$ cat config.mk
export PLATFORM = sky130hd
export DESIGN_NAME = mod_counter_gen
export DESIGN_NICKNAME = d
export VERILOG_FILES = /design/src/rtl/timing_pkg.sv /design/src/rtl/tick_prescaler.sv /design/src/rtl/mod_counter_gen.sv
export SDC_FILE = /design/constraint.sdc
export NUM_CORES = 1
export LEC_CHECK = 0
export CORE_UTILIZATION = 50
export DETAILED_ROUTE_END_ITERATION = 7
export PLACE_DENSITY = 0.84
export SLEW_MARGIN = 30
export SYNTH_ARGS = -nofsm -noshare
export SYNTH_HDL_FRONTEND = slang
export SYNTH_HIERARCHICAL = 1
export SYNTH_SLANG_ARGS = --single-unit
$ cat constraint.sdc
create_clock -name clk -period 6.2 [get_ports clk]
set_clock_uncertainty 0.2 [all_clocks]
set_input_delay 0.62 -clock clk [delete_from_list [all_inputs] [get_ports clk]]
set_output_delay 0.62 -clock clk [all_outputs]
set_load 0.01 [all_outputs]
$ cat src/rtl/timing_pkg.sv
// Shared timing constants: legacy modulus, count direction and clock-edge selection.
package timing_pkg;

    localparam int unsigned MAX_DEFAULT_LEGACY = 21;

    // Values of up_dn
    localparam bit COUNT_UP   = 1'b1;
    localparam bit COUNT_DOWN = 1'b0;

    // Values of NEG_EDGE
    localparam bit POSEDGE = 1'b0;
    localparam bit NEGEDGE = 1'b1;

endpackage : timing_pkg

$ cat src/rtl/tick_prescaler.sv
// Clock prescaler: raises step on every PRESCALE-th enabled edge.
// Ports:
//   clk      - clock, active edge chosen by NEG_EDGE
//   reset_n  - synchronous active-low reset
//   clr      - synchronous clear of the prescaler count
//   enable   - advance the prescaler; low holds it
//   step     - combinational, high on the enabled edge that completes a period
module tick_prescaler
    import timing_pkg::*;
#(
    parameter int unsigned PRESCALE = 1,
    parameter bit          NEG_EDGE = NEGEDGE
) (
    input  logic clk,
    input  logic reset_n,
    input  logic clr,
    input  logic enable,
    output logic step
);

    localparam int unsigned PW = (PRESCALE > 2) ? $clog2(PRESCALE) : 1;

    logic [PW-1:0] pcnt;
    logic [PW-1:0] pcnt_n;

    // Terminal prescaler value; PRESCALE=1 keeps pcnt at 0 so step follows enable
    assign step = enable && (pcnt == PW'(PRESCALE - 1));

    // Next prescaler value
    always_comb begin
        pcnt_n = pcnt;
        if (clr) begin
            pcnt_n = '0;
        end else if (enable) begin
            pcnt_n = step ? '0 : pcnt + PW'(1);
        end
    end

    // Prescaler register on the selected edge
    generate
        if (NEG_EDGE == NEGEDGE) begin : g_neg
            always_ff @(negedge clk) begin
                if (!reset_n) pcnt <= '0;
                else          pcnt <= pcnt_n;
            end
        end else begin : g_pos
            always_ff @(posedge clk) begin
                if (!reset_n) pcnt <= '0;
                else          pcnt <= pcnt_n;
            end
        end
    endgenerate

endmodule : tick_prescaler

$ cat src/rtl/mod_counter_gen.sv
// Programmable modulo counter with up/down, prescaler, load/clear, tc pulse and sticky wrap flag.
// Ports:
//   clk, reset_n       - clock (edge chosen by NEG_EDGE), synchronous active-low reset
//   enable             - count enable; low holds count and prescaler
//   clear, load        - synchronous clear / parallel load of load_val
//   up_dn              - 1 up, 0 down
//   limit              - terminal value; 0 selects MAX_DEFAULT
//   count, tc, wrapped - registered count, one-cycle terminal pulse, sticky wrap flag
module mod_counter_gen
    import timing_pkg::*;
#(
    parameter int unsigned WIDTH       = 5,
    parameter int unsigned MAX_DEFAULT = MAX_DEFAULT_LEGACY,
    parameter int unsigned PRESCALE    = 1,
    parameter bit          NEG_EDGE    = NEGEDGE
) (
    input  logic             clk,
    input  logic             reset_n,
    input  logic             enable,
    input  logic             clear,
    input  logic             load,
    input  logic [WIDTH-1:0] load_val,
    input  logic             up_dn,
    input  logic [WIDTH-1:0] limit,
    output logic [WIDTH-1:0] count,
    output logic             tc,
    output logic             wrapped
);

    logic             step;
    logic [WIDTH-1:0] eff_limit;
    logic [WIDTH-1:0] count_n;
    logic             tc_n;
    logic             wrapped_n;

    tick_prescaler #(
        .PRESCALE (PRESCALE),
        .NEG_EDGE (NEG_EDGE)
    ) u_prescaler (
        .clk     (clk),
        .reset_n (reset_n),
        .clr     (clear | load),
        .enable  (enable),
        .step    (step)
    );

    assign eff_limit = (limit == '0) ? WIDTH'(MAX_DEFAULT) : limit;

    // Next-state: clear > load > step > hold
    always_comb begin
        count_n   = count;
        tc_n      = 1'b0;
        wrapped_n = wrapped;
        if (clear) begin
            count_n   = '0;
            wrapped_n = 1'b0;
        end else if (load) begin
            count_n = load_val;
        end else if (step) begin
            if (up_dn == COUNT_UP) begin
                if (count < eff_limit) begin
                    count_n = count + WIDTH'(1);
                end else begin
                    // Out-of-range values land on 0 without a terminal pulse
                    count_n = '0;
                    tc_n    = (count == eff_limit);
                end
            end else begin
                if (count == '0) begin
                    count_n = eff_limit;
                    tc_n    = 1'b1;
                end else if (count > eff_limit) begin
                    count_n = eff_limit;
                end else begin
                    count_n = count - WIDTH'(1);
                end
            end
            if (tc_n) wrapped_n = 1'b1;
        end
    end

    // Output registers on the selected edge
    generate
        if (NEG_EDGE == NEGEDGE) begin : g_neg
            always_ff @(negedge clk) begin
                if (!reset_n) begin
                    count   <= '0;
                    tc      <= 1'b0;
                    wrapped <= 1'b0;
                end else begin
                    count   <= count_n;
                    tc      <= tc_n;
                    wrapped <= wrapped_n;
                end
            end
        end else begin : g_pos
            always_ff @(posedge clk) begin
                if (!reset_n) begin
                    count   <= '0;
                    tc      <= 1'b0;
                    wrapped <= 1'b0;
                end else begin
                    count   <= count_n;
                    tc      <= tc_n;
                    wrapped <= wrapped_n;
                end
            end
        end
    endgenerate

endmodule : mod_counter_gen

* Yosys cells after proc, flatten, opt, wreduce, memory -nomap -nowiden
Cells that the tools add are included.
** Storage, ports and cells
- ROM bits :: 0
- Output and inout bits :: 7
- Memories :: 0
- Input bits :: 16
- Bits in writable memories :: 0
- Bits in registers :: 8
- Latch bits :: 0
** Operators by class
- Div/mod/pow operators :: 0
- Add/subtract/negate cells :: 3
- Multiplexer cells :: 14
- Shift-type cells :: 0
- Multipliers :: 0
- Equality and inequality tests :: 1
- Bitwise logic cells :: 5
- Order comparisons :: 2
- Reduce and logical (&&, ||, !) cells :: 8
** Operators with widths (count)
- 2-to-1 mux 5 bit :: 7
- logical NOT 5 bit :: 2
- 2-to-1 mux 1 bit :: 7
- adder 5 x 1 -> 5 bit, second input constant :: 1
- == test 5 bit :: 1
- greater-than comparator 5 bit :: 1
- less-than comparator 5 bit :: 1
- subtractor 5 x 1 -> 5 bit, second input constant :: 1
- NOT 1 bit :: 4
- OR reduction 2 bit :: 2
- OR reduction 4 bit :: 1
- AND reduction 3 bit :: 1
- nonzero test 2 bit :: 1
- adder 1 bit, second input constant :: 1
- logical AND 1 bit :: 1
- bitwise OR 1 bit :: 1

* Depth between registers and ports, before layout
- Depth in word-level cells :: 9
- Gate-level depth with buffers :: 9

* Cells and area by module
The synthesis kept the hierarchy.
** By module, submodules not included
- mod_counter_gen :: cells each 96, area an instance 753.2 sq um, times used 1, sequential area each 140.1 sq um
- tick_prescaler :: cells each 4, area an instance 42.5 sq um, times used 1, sequential area each 20.0 sq um

==> flow_summary_export.csv <==
group,metric,value,unit
clock_network,insertion_delay,0.32,ns
worst_setup_path,startpoint_type,"primary input",
logic_synthesis,avgSynthCellArea,7.96,um2
drt,vias,885,
cells_and_area,final_nets,155,
drt,antenna_left,0,
logic_synthesis,synth_cell_type_count,41,
drt,wl_met3,221,um
clock_network,cts_buffers,3,
drt,drtIter0Drc,35,
sta,rsz0062_at_grt,"no",
sta,hold_violations,0,
floorplanning,initial_core_util,0.534,
min_path,hp-class,"flop to flop",
grt,grt_max_degree,13,
floorplanning,ios,23,
floorplanning,dieWidth,41.9,um
worst_setup_path,cp.required,3.10,ns
drt,wl_met2,980,um
run_status,status,"finished, final reports clean",
drt,drc_errors,0,
worst_setup_path,worstPathArrival,2.87,ns
placement,hpwlAfterDp,1550,um
clock_network,cts_setup_buffers,0,
logic_synthesis,synth_cells,100,
floorplanning,die_y,41.9,um
logic_synthesis,netlist_area,796,um2
grt,overflow,0,
grt,grt_antenna_before_repair,0,
worst_setup_path,cp_max_fo,7,
worst_setup_path,crit_slowest_cell,"clkdlybuf4s50_1",
cells_and_area,postLayoutCoreUtil,0.726,
sta,holdWs,0.253,ns
logic_synthesis,yosys.area.top_type,"dfxtp_1",
clock_network,postCtsHoldBufs,0,
clock_network,cts.clk_slew.worst_paths,0.06,ns
grt,grt_pass1_vias,857,
power,power_density,171,nW/um2
worst_setup_path,critPathCaptureType,"flop",
grt,grt_pass1_wl,3470,um
worst_setup_path,slowest_delay,0.45,ns
logic_synthesis,synth-seq-cells,8,
cells_and_area,final_layout_size_suffix_gt1_frac,0.100,
clock_network,cts.sinks,8,
sta,tightest_slew,0.611,ns
clock_network,clk_path_buf_depth,2,
sta,relSlewSlack,0.587,
drt,wirelength,2090,um
grt,grt_usage,0.259,
clock_network,root_buffer,"clkbuf_4",
sta,drv_slew,0,
drt,wl_per_cell,14.3,um
flow_run,maxCapViolCount,0,
drt,top_layer_used,"met4",
clock_network,ctsResizeCount,0,
sta,tns,0,ns
floorplanning,die-area,1760,um2
cells_and_area,syn_to_final_growth,35.8,%
placement,globalplace.congestion,0.909,
drt,met1_length,881,um
cells_and_area,fin_area,1080,um2
drt,viasPerCell,6.06,
drt,dr.pass1.iters,4,
floorplanning,rows,14,
logic_synthesis,synth_warnings,6,
clock_network,h-tree-depth,1,
cells_and_area,diodes,0,
floorplanning,core-area,1490,um2
power,power.leakage,0.000457,uW
logic_synthesis,yosysSeqAreaShare,0.201,
worst_setup_path,cp_num_buf_inv,2,
logic_synthesis,synth_top_area_share,0.201,
worst_setup_path,crit_chain,"clkdlybuf4s50_1 -> nor3_1 -> a21oi_1 -> inv_1 -> ha_1 -> nor2b_1 -> o31ai_2 -> a22o_1 -> nand2_1 -> a311o_1",
sta,setup_violations,0,
logic_synthesis,synth_fp_nets,123,
clock_network,cts_tree,"done",
placement,place_area,1040,um2
placement,io_buffers,22,
power,ir_worst_vdd,0.111,mV
worst_setup_path,crit_family,"compound AO/OA/AOI/OAI gates",
worst_setup_path,critPathKind,"primary input to flop",
logic_synthesis,synth_area_leaders,"dfxtp_1 20%, ha_1 11%, a41oi_1 4.4%",
power,power,185,uW
==> per-layer routing <==
metal  GRT usage  up-vias
met4      0.0774        0
met3      0.0957        2
met2       0.419       44
li1            -      431
met5           0        -
met1       0.321      408
==> state kept, by name, indices dropped and copies added, names as in the netlist <==
name	count
count	5
u_prescaler/pcnt	1
wrapped	1
tc	1
==> worst reg2reg max path: stages, from the launching register on <==
cell and delay, ns:
dfxtp_1 0.35, inv_1 0.13, ha_1 0.25, or4b_4 0.51
and2_4 0.19, a21oi_4 0.19, nand2_1 0.08, a311o_1 0.34
==> power breakdown <==
part	internal, uW	leakage (uW)	total [uW]	switching (uW)
Clock	29.3	0.0000564	63.9	34.6
Sequential	54.0	0.0000652	58.7	4.65
Combinational	33.5	0.000336	62.4	28.9
Total	117	0.000457	185	68.1
==> synthesized netlist by cell type (all sizes together) <==
cell type / n
o2111ai: 1
and2: 1
a2111o: 1
nand2: 8
o41ai: 1
xnor2: 4
buf: 2
o221ai: 1
and4bb: 1
nand3: 3
dfxtp: 8
a211oi: 2
inv: 9
nand3b: 1
a41oi: 4
nor3: 5
nor3b: 1
o211a: 1
a2bb2oi: 1
nand4: 1
and4: 1
o311ai: 1
clkbuf: 2
ha: 7
or2: 2
nand2b: 4
nor2: 7
o21ai: 2
xor2: 1
or3: 1
a311o: 2
o31ai: 1
a21oi: 7
or4b: 1
nor2b: 3
and3: 1
a22o: 1
==> cell usage in the layout, fill, tap and decap left out, types with 5 or more instances in the layout <==
| master | count |
|---|---|
| nor3_1 | 5 |
| clkdlybuf4s50_1 | 22 |
| nand2_1 | 8 |
| inv_1 | 15 |
| nor2_1 | 7 |
| dfxtp_1 | 8 |
| ha_1 | 7 |
| a21oi_1 | 6 |
==> path summary, 6_finish.rpt <==
| path | from | endpoint | slack (ns) | cells past startpoint |
|---|---|---|---|---|
| hold reg to reg | wrapped | wrapped | 0.25 | 2 |
| hold / removal | wrapped | wrapped | 0.25 | 2 |
| setup / recovery | limit[3] | count[2] | 0.22 | 10 |
| setup reg to reg | count[0] | count[2] | 3.83 | 7 |
==> cells by family after synthesis <==
family,count (synthesis),synth area share
flops,8,0.201
simple gates,41,0.296
compound gates,26,0.267
buf+inv,13,0.0707
fa+ha+maj,7,0.110
xor+xnor,5,0.0550
==> area by class of cell <==
type	instances	area [um2]
inverter	7	26.3
sequential	8	160
clock inverter	8	30.0
timing repair buffer	25	243
multi-input combinational	79	579
tap	16	20.0
fill	115	408
clock buffer	3	22.5
==> stage by stage <==
| step | setup slack, ns | cells |
|---|---|---|
| 2_1_floorplan | 0.464 | 100 |
| 3_3_place_gp | -0.0337 | 137 |
| 3_5_place_dp | -0.0861 | 137 |
| 4_1_cts | 0.248 | 146 |
| 5_1_grt | 0.00166 | 146 |
| 6_report | 0.224 | 146 |
No activity file was read; power rests on OpenSTA's default activity.
==> edit 1, RTL diff (config.mk and constraints unchanged) <==
Change the parameter `WIDTH` from 5 to 10.
--- a/src/rtl/mod_counter_gen.sv
+++ b/src/rtl/mod_counter_gen.sv
@@ -9,7 +9,7 @@
 module mod_counter_gen
     import timing_pkg::*;
 #(
-    parameter int unsigned WIDTH       = 5,
+    parameter int unsigned WIDTH       = 10,
     parameter int unsigned MAX_DEFAULT = MAX_DEFAULT_LEGACY,
     parameter int unsigned PRESCALE    = 1,
     parameter bit          NEG_EDGE    = NEGEDGE
Interface: changed (resized count, limit and load_val); port bits go from 23 to 38. No check against the original RTL was run, so the function may have changed too.
==> edit 1 against the unedited design <==
The run now ends with negative setup slack left; power up 120%; critical path depth up 2; sequential cell count is 5 higher; area after synthesis up 100%; combinational power grew to 2.6 times the old value; sequential share of layout area down 3.4 points; routed wire length up 140%; cell area up 110%; worst setup slack worse by 0.28 ns; critical path type unchanged.
==> edit 1: results (changes against the unedited design) <==
stage;metric;value;unit;change
worst_setup_path;timing.rr.end;count[1];;
detailed_routing;routed_via_density;5.975;;-1.4%
timing;holdWs;0.2755;ns;+0.02284 ns
place;port_buffers;37;;+68%
global_routing;grt_max_degree;16;;+3
global_routing;met1_usage;35.48;%;+3.4 points
global_routing;grt_use_met3;6.114;%;-3.5 points
logic_synthesis;synth_compound_area_share;24.73;%;-2.0 points
layout;diodes;0;;unchanged
global_routing;grtUsageMet2;50.32;%;+8.4 points
global_routing;antenna_found_initial;0;;unchanged
timing;finalSetupViolations;1;;+1
logic_synthesis;synth_fa_ha_area_share;9.217;%;-1.8 points
logic_synthesis;synthXorXnorAreaFrac;6.452;%;+0.95 points
worst_setup_path;slowest_stage;or4_4;;
layout;layout-drive-gt1-share;21.90;%;+12 points
timing;finalSetupTns;-0.05960;ns;-0.05960 ns
timing;worstMarginPinSlew;0.5694;ns;-0.04202 ns
layout;nets;313;;+100%
pwr;vdd_drop_max;0.0001669;V;+51%
place;dp_hpwl;3.667;mm;+140%
logic_synthesis;synth_nets;244;;+98%
logic_synthesis;async_reset_ff_share;0;%;unchanged
logic_synthesis;ys_seq_area_share;15.98;%;-4.2 points
worst_setup_path;cp_max_fo;3;;-4
global_routing;first_global_vias;1844;;+120%
detailed_routing;first_iter_violations;105;;+200%
detailed_routing;via_count;1900;;+110%
layout;largest_register_ffs;10;;+5
worst_setup_path;cp_slowest_stage_delay;0.54;ns;+0.09 ns
place;dpl_cell_area;2112;µm²;+100%
status;violations;negative setup slack;;
detailed_routing;first_pass_iters;5;;+1
cts;clock_latency;0.39;ns;+0.07 ns
timing;setup_ws;-0.05960;ns;-0.2835 ns
logic_synthesis;ys_types;59;;+44%
global_routing;grt_usage;29.43;%;+3.5 points
worst_setup_path;crit_family;simple AND/OR/NAND/NOR gates;;
pwr;p_leak;1.004;nW;+120%
place;post-place-ws;-0.7069;ns;-0.6208 ns
worst_setup_path;r2r_slack;3.64;ns;-0.19 ns
worst_setup_path;cp.arrival;3.26;ns;+0.39 ns
layout;fillers;245;;+110%
global_routing;grt_pass1_wl;7.921;mm;+130%
detailed_routing;routed_wl;4.946;mm;+140%
worst_setup_path;r2r_cells;8;;+1
logic_synthesis;netlist_instances;206;;+110%
logic_synthesis;yosys-mux-area-fraction;3.072;%;+3.1 points
logic_synthesis;yosys-top-cells-count;22 x a21oi_1, 17 x nor2_1, 15 x inv_1, 13 x dfxtp_1, 12 x ha_1;;
status;status;complete, but fails checks;;
place;placed_cells;295;;+120%
cts;path_clk_slew;0.05;ns;
layout;area_growth;40.02;%;
## edit 1: worst max path at each step
stage,cells past startpoint,slack (ns),startpoint,to
final,12,-0.06,limit[2],count[1]
after detailed placement,11,-0.71,limit[5],count[1]
after global routing,12,-0.13,limit[2],count[1]
after floorplan,10,-0.13,limit[5],count[1]
after global placement,11,-0.61,limit[5],count[1]
after CTS,12,-0.09,limit[8],count[1]
## edit 1: worst register-to-register path, stage by stage (launching register included)
cell      delay [ns]
dfxtp_1         0.68
ha_1            0.36
nand4_1         0.11
buf_4           0.14
nor3_4          0.04
o21ai_1         0.24
nand2_4         0.12
o311a_1         0.37
a211oi_2        0.23
## edit 1: power breakdown
group / internal, W / total (W) / switching, W
clock: 0.0000763 / 0.000139 / 0.0000625
combinational: 0.0000829 / 0.000161 / 0.0000782
sequential: 0.0000876 / 0.0000984 / 0.0000108
total: 0.000247 / 0.000398 / 0.000151
## edit 1: layout make-up
cell class,instances,area share [%]
inverters,13,2.139
repair buffers,64,24.90
multi-input cells,167,54.69
flip-flops and latches,13,11.41
clock buffers,3,0.9874
well taps,44,2.414
clock inverters,14,3.456
## edit 1: cell families after synthesis
group | count (synthesis)
XOR/XNOR | 12
flip-flops | 13
AND/OR/NAND/NOR | 77
adder cells (fa/ha/maj) | 12
multiplexers | 5
AO/OA/AOI/OAI | 61
buffers and inverters | 26
## edit 1: layer usage
metal,routed length (µm),up-vias
met1,2011,881
met5,0,-
met4,98,0
li1,-,899
met3,412,14
met2,2423,106
## edit 1: what timing repair did
item	in CTS	in global routing
endpoints found under the hold margin	0	0
pin swaps	13	12
buffers inserted	4	4
endpoints found under the setup margin	12	7
resized for setup	28	13
==> edit 2, RTL diff (same flow settings) <==
Without the edit above. Reset style: asynchronous (`reset_n`), changed in 4 clocked blocks. Comments in the files are not updated.
--- a/src/rtl/tick_prescaler.sv
+++ b/src/rtl/tick_prescaler.sv
@@ -39,12 +39,12 @@
     // Prescaler register on the selected edge
     generate
         if (NEG_EDGE == NEGEDGE) begin : g_neg
-            always_ff @(negedge clk) begin
+            always_ff @(negedge clk or negedge reset_n) begin
                 if (!reset_n) pcnt <= '0;
                 else          pcnt <= pcnt_n;
             end
         end else begin : g_pos
-            always_ff @(posedge clk) begin
+            always_ff @(posedge clk or negedge reset_n) begin
                 if (!reset_n) pcnt <= '0;
                 else          pcnt <= pcnt_n;
             end
--- a/src/rtl/mod_counter_gen.sv
+++ b/src/rtl/mod_counter_gen.sv
@@ -82,7 +82,7 @@
     // Output registers on the selected edge
     generate
         if (NEG_EDGE == NEGEDGE) begin : g_neg
-            always_ff @(negedge clk) begin
+            always_ff @(negedge clk or negedge reset_n) begin
                 if (!reset_n) begin
                     count   <= '0;
                     tc      <= 1'b0;
@@ -94,7 +94,7 @@
                 end
             end
         end else begin : g_pos
-            always_ff @(posedge clk) begin
+            always_ff @(posedge clk or negedge reset_n) begin
                 if (!reset_n) begin
                     count   <= '0;
                     tc      <= 1'b0;
Check against the original RTL: differs if reset_n is asserted again (counterexample within 4 cycles, from zero or initial values and one cycle with reset_n low); with reset_n held inactive, the same outputs for 10 cycles.
==> edit 2 against the unedited design <==
The run now ends with design-rule violations left; worst setup slack worse by 0.091 ns; die area increased by 0.29%; non-clock buffer count increased by 4; area after synthesis up 0.31%; sequential share of layout area is 3.1 points higher; cell area rose by 3.5%; power is 0.60% higher; critical path depth stayed put; routed wire length is 1.3% lower; combinational power rose by 32%; sequential cell count did not move; global-route usage fell by 0.63 points.
==> edit 2: results (changes against the unedited design) <==
stage;metric;value;unit;change
detailed_routing;m1WireLength;892;µm;+1.2%
logic_synthesis;ys_seq_area_share;25.08;%;+5.0 points
worst_setup_path;timing.rr.end;count[3];;
global_routing;grt_usage;25.32;%;-0.63 points
worst_setup_path;r2r_slack;3.86;ns;+0.03 ns
worst_setup_path;r2r-start;count[2];;
worst_setup_path;cp_max_fo;6;;-1
logic_synthesis;async_reset_ff_share;100.0;%;+100 points
status;violations;design-rule violations;;
detailed_routing;dr_wl_met2;1.020;mm;+4.1%
worst_hold_path;min_from;u_prescaler/pcnt;;
global_routing;antenna_found_initial;0;;unchanged
logic_synthesis;synth.area.top_cells;dfrtn_1 25%, ha_1 11%, a21oi_1 5.6%;;
detailed_routing;drc;1;;+1
pwr;swShare;35.30;%;-1.5 points
detailed_routing;route.met3.wl;118;µm;-47%
logic_synthesis;synth_nets;126;;+2.4%
pwr;vdd_drop_max;0.0001246;V;+13%
cts;cts_setup_buffers;0;;unchanged
pwr;p_leak;0.4835;nW;+5.8%
detailed_routing;routed_via_density;5.829;;-3.8%
logic_synthesis;yosys-top-cells-count;12 x nor2_1, 9 x a21oi_1, 9 x inv_1, 8 x dfrtn_1;;
place;dp_hpwl;1.584;mm;+2.1%
detailed_routing;post_drt_wl_per_cell;14.12;µm;-1.3%
cts;path_clk_slew;0.04;ns;-0.02 ns
place;gpl.final_weighted_congestion;0.9467;;+4.1%
worst_hold_path;hold_end;u_prescaler/pcnt;;
logic_synthesis;ys_types;35;;-15%
pwr;pwr-share-comb;44.3;%;+11 points
worst_hold_path;min_delay_path_depth;1;;-1
global_routing;first_global_vias;816;;-4.8%
layout;layout-drive-gt1-share;14.62;%;+4.6 points
detailed_routing;first_pass_iters;6;;+2
status;status;complete, but fails checks;;
global_routing;grt_pass1_wl;3.422;mm;-1.4%
[edit 2: cell count changes in the layout (fill, tap and decap cells not counted), moves of 3 or more]
cell,unedited run,this run
nor2b_1,3,0
nor2_1,7,12
dfrtn_1,0,8
buf_4,3,7
a41oi_1,4,0
inv_1,15,9
dfxtp_1,8,0
[edit 2: power by group through the flow]
| stage | clock (W) | sequential (W) | combinational, W |
|---|---|---|---|
| 2_1_floorplan | 0 | 0.0000627 | 0.0000459 |
| 3_3_place_gp | 0 | 0.0000640 | 0.0000755 |
| 3_5_place_dp | 0 | 0.0000641 | 0.0000766 |
| 4_1_cts | 0.0000421 | 0.0000632 | 0.0000772 |
| 5_1_grt | 0.0000451 | 0.0000639 | 0.0000913 |
| 6_report | 0.0000403 | 0.0000633 | 0.0000825 |
[edit 2: kinds of logic after synthesis]
family / synth area share [%]
compound gates: 26.02
xor+xnor: 5.486
fa+ha+maj: 10.97
buf+inv: 6.895
flops: 25.08
simple gates: 25.55
[edit 2: worst max-delay path by stage]
stage / cells after the start / end / slack (ns) / startpoint
after floorplan: 11 / count[3] / 0.38 / limit[3]
after global placement: 9 / count[3] / -0.09 / limit[3]
after detailed placement: 9 / count[3] / -0.13 / limit[3]
after CTS: 9 / count[3] / 0.13 / limit[3]
after global routing: 10 / count[4] / -0.02 / limit[2]
final: 10 / count[3] / 0.13 / limit[2]
[edit 2: worst max-delay path: cells and delay by family]
kind	cells	cell delay, ns
buf+inv	2	0.50
compound gates	5	1.03
fa+ha+maj	1	0.29
simple gates	2	0.45
[edit 2: what timing repair did]
item	in CTS	in global routing
endpoints found under the hold margin	0	0
gates resized for setup	0	5
setup endpoints to repair	0	3
[edit 2: metrics by stage]
step | worst slack [ns] | power [W] | cell area (µm²) | std cells
after floorplan | 0.3768 | 0.0001085 | 798.3 | 103
after global placement | -0.09126 | 0.0001394 | 1070 | 143
after detailed placement | -0.1305 | 0.0001408 | 1070 | 143
after CTS | 0.1297 | 0.0001825 | 1092 | 146
after global routing | -0.02328 | 0.0002002 | 1119 | 146
final | 0.1326 | 0.0001861 | 1119 | 146
[edit 2: metal layers]
metal / up-vias / GRT usage (%)
li1: 424 / -
met1: 389 / 31.06
met2: 33 / 43.13
met3: 5 / 3.478
met4: 0 / 12.26
met5: - / 0
[edit 2: layout make-up]
| type | count | area, µm² |
|---|---|---|
| clock buffer | 3 | 22.52 |
| multi-input combinational | 81 | 569.3 |
| inverter | 9 | 33.78 |
| timing repair buffer | 29 | 272.8 |
| sequential | 8 | 200.2 |
| fill | 118 | 387.9 |
| tap | 16 | 20.02 |
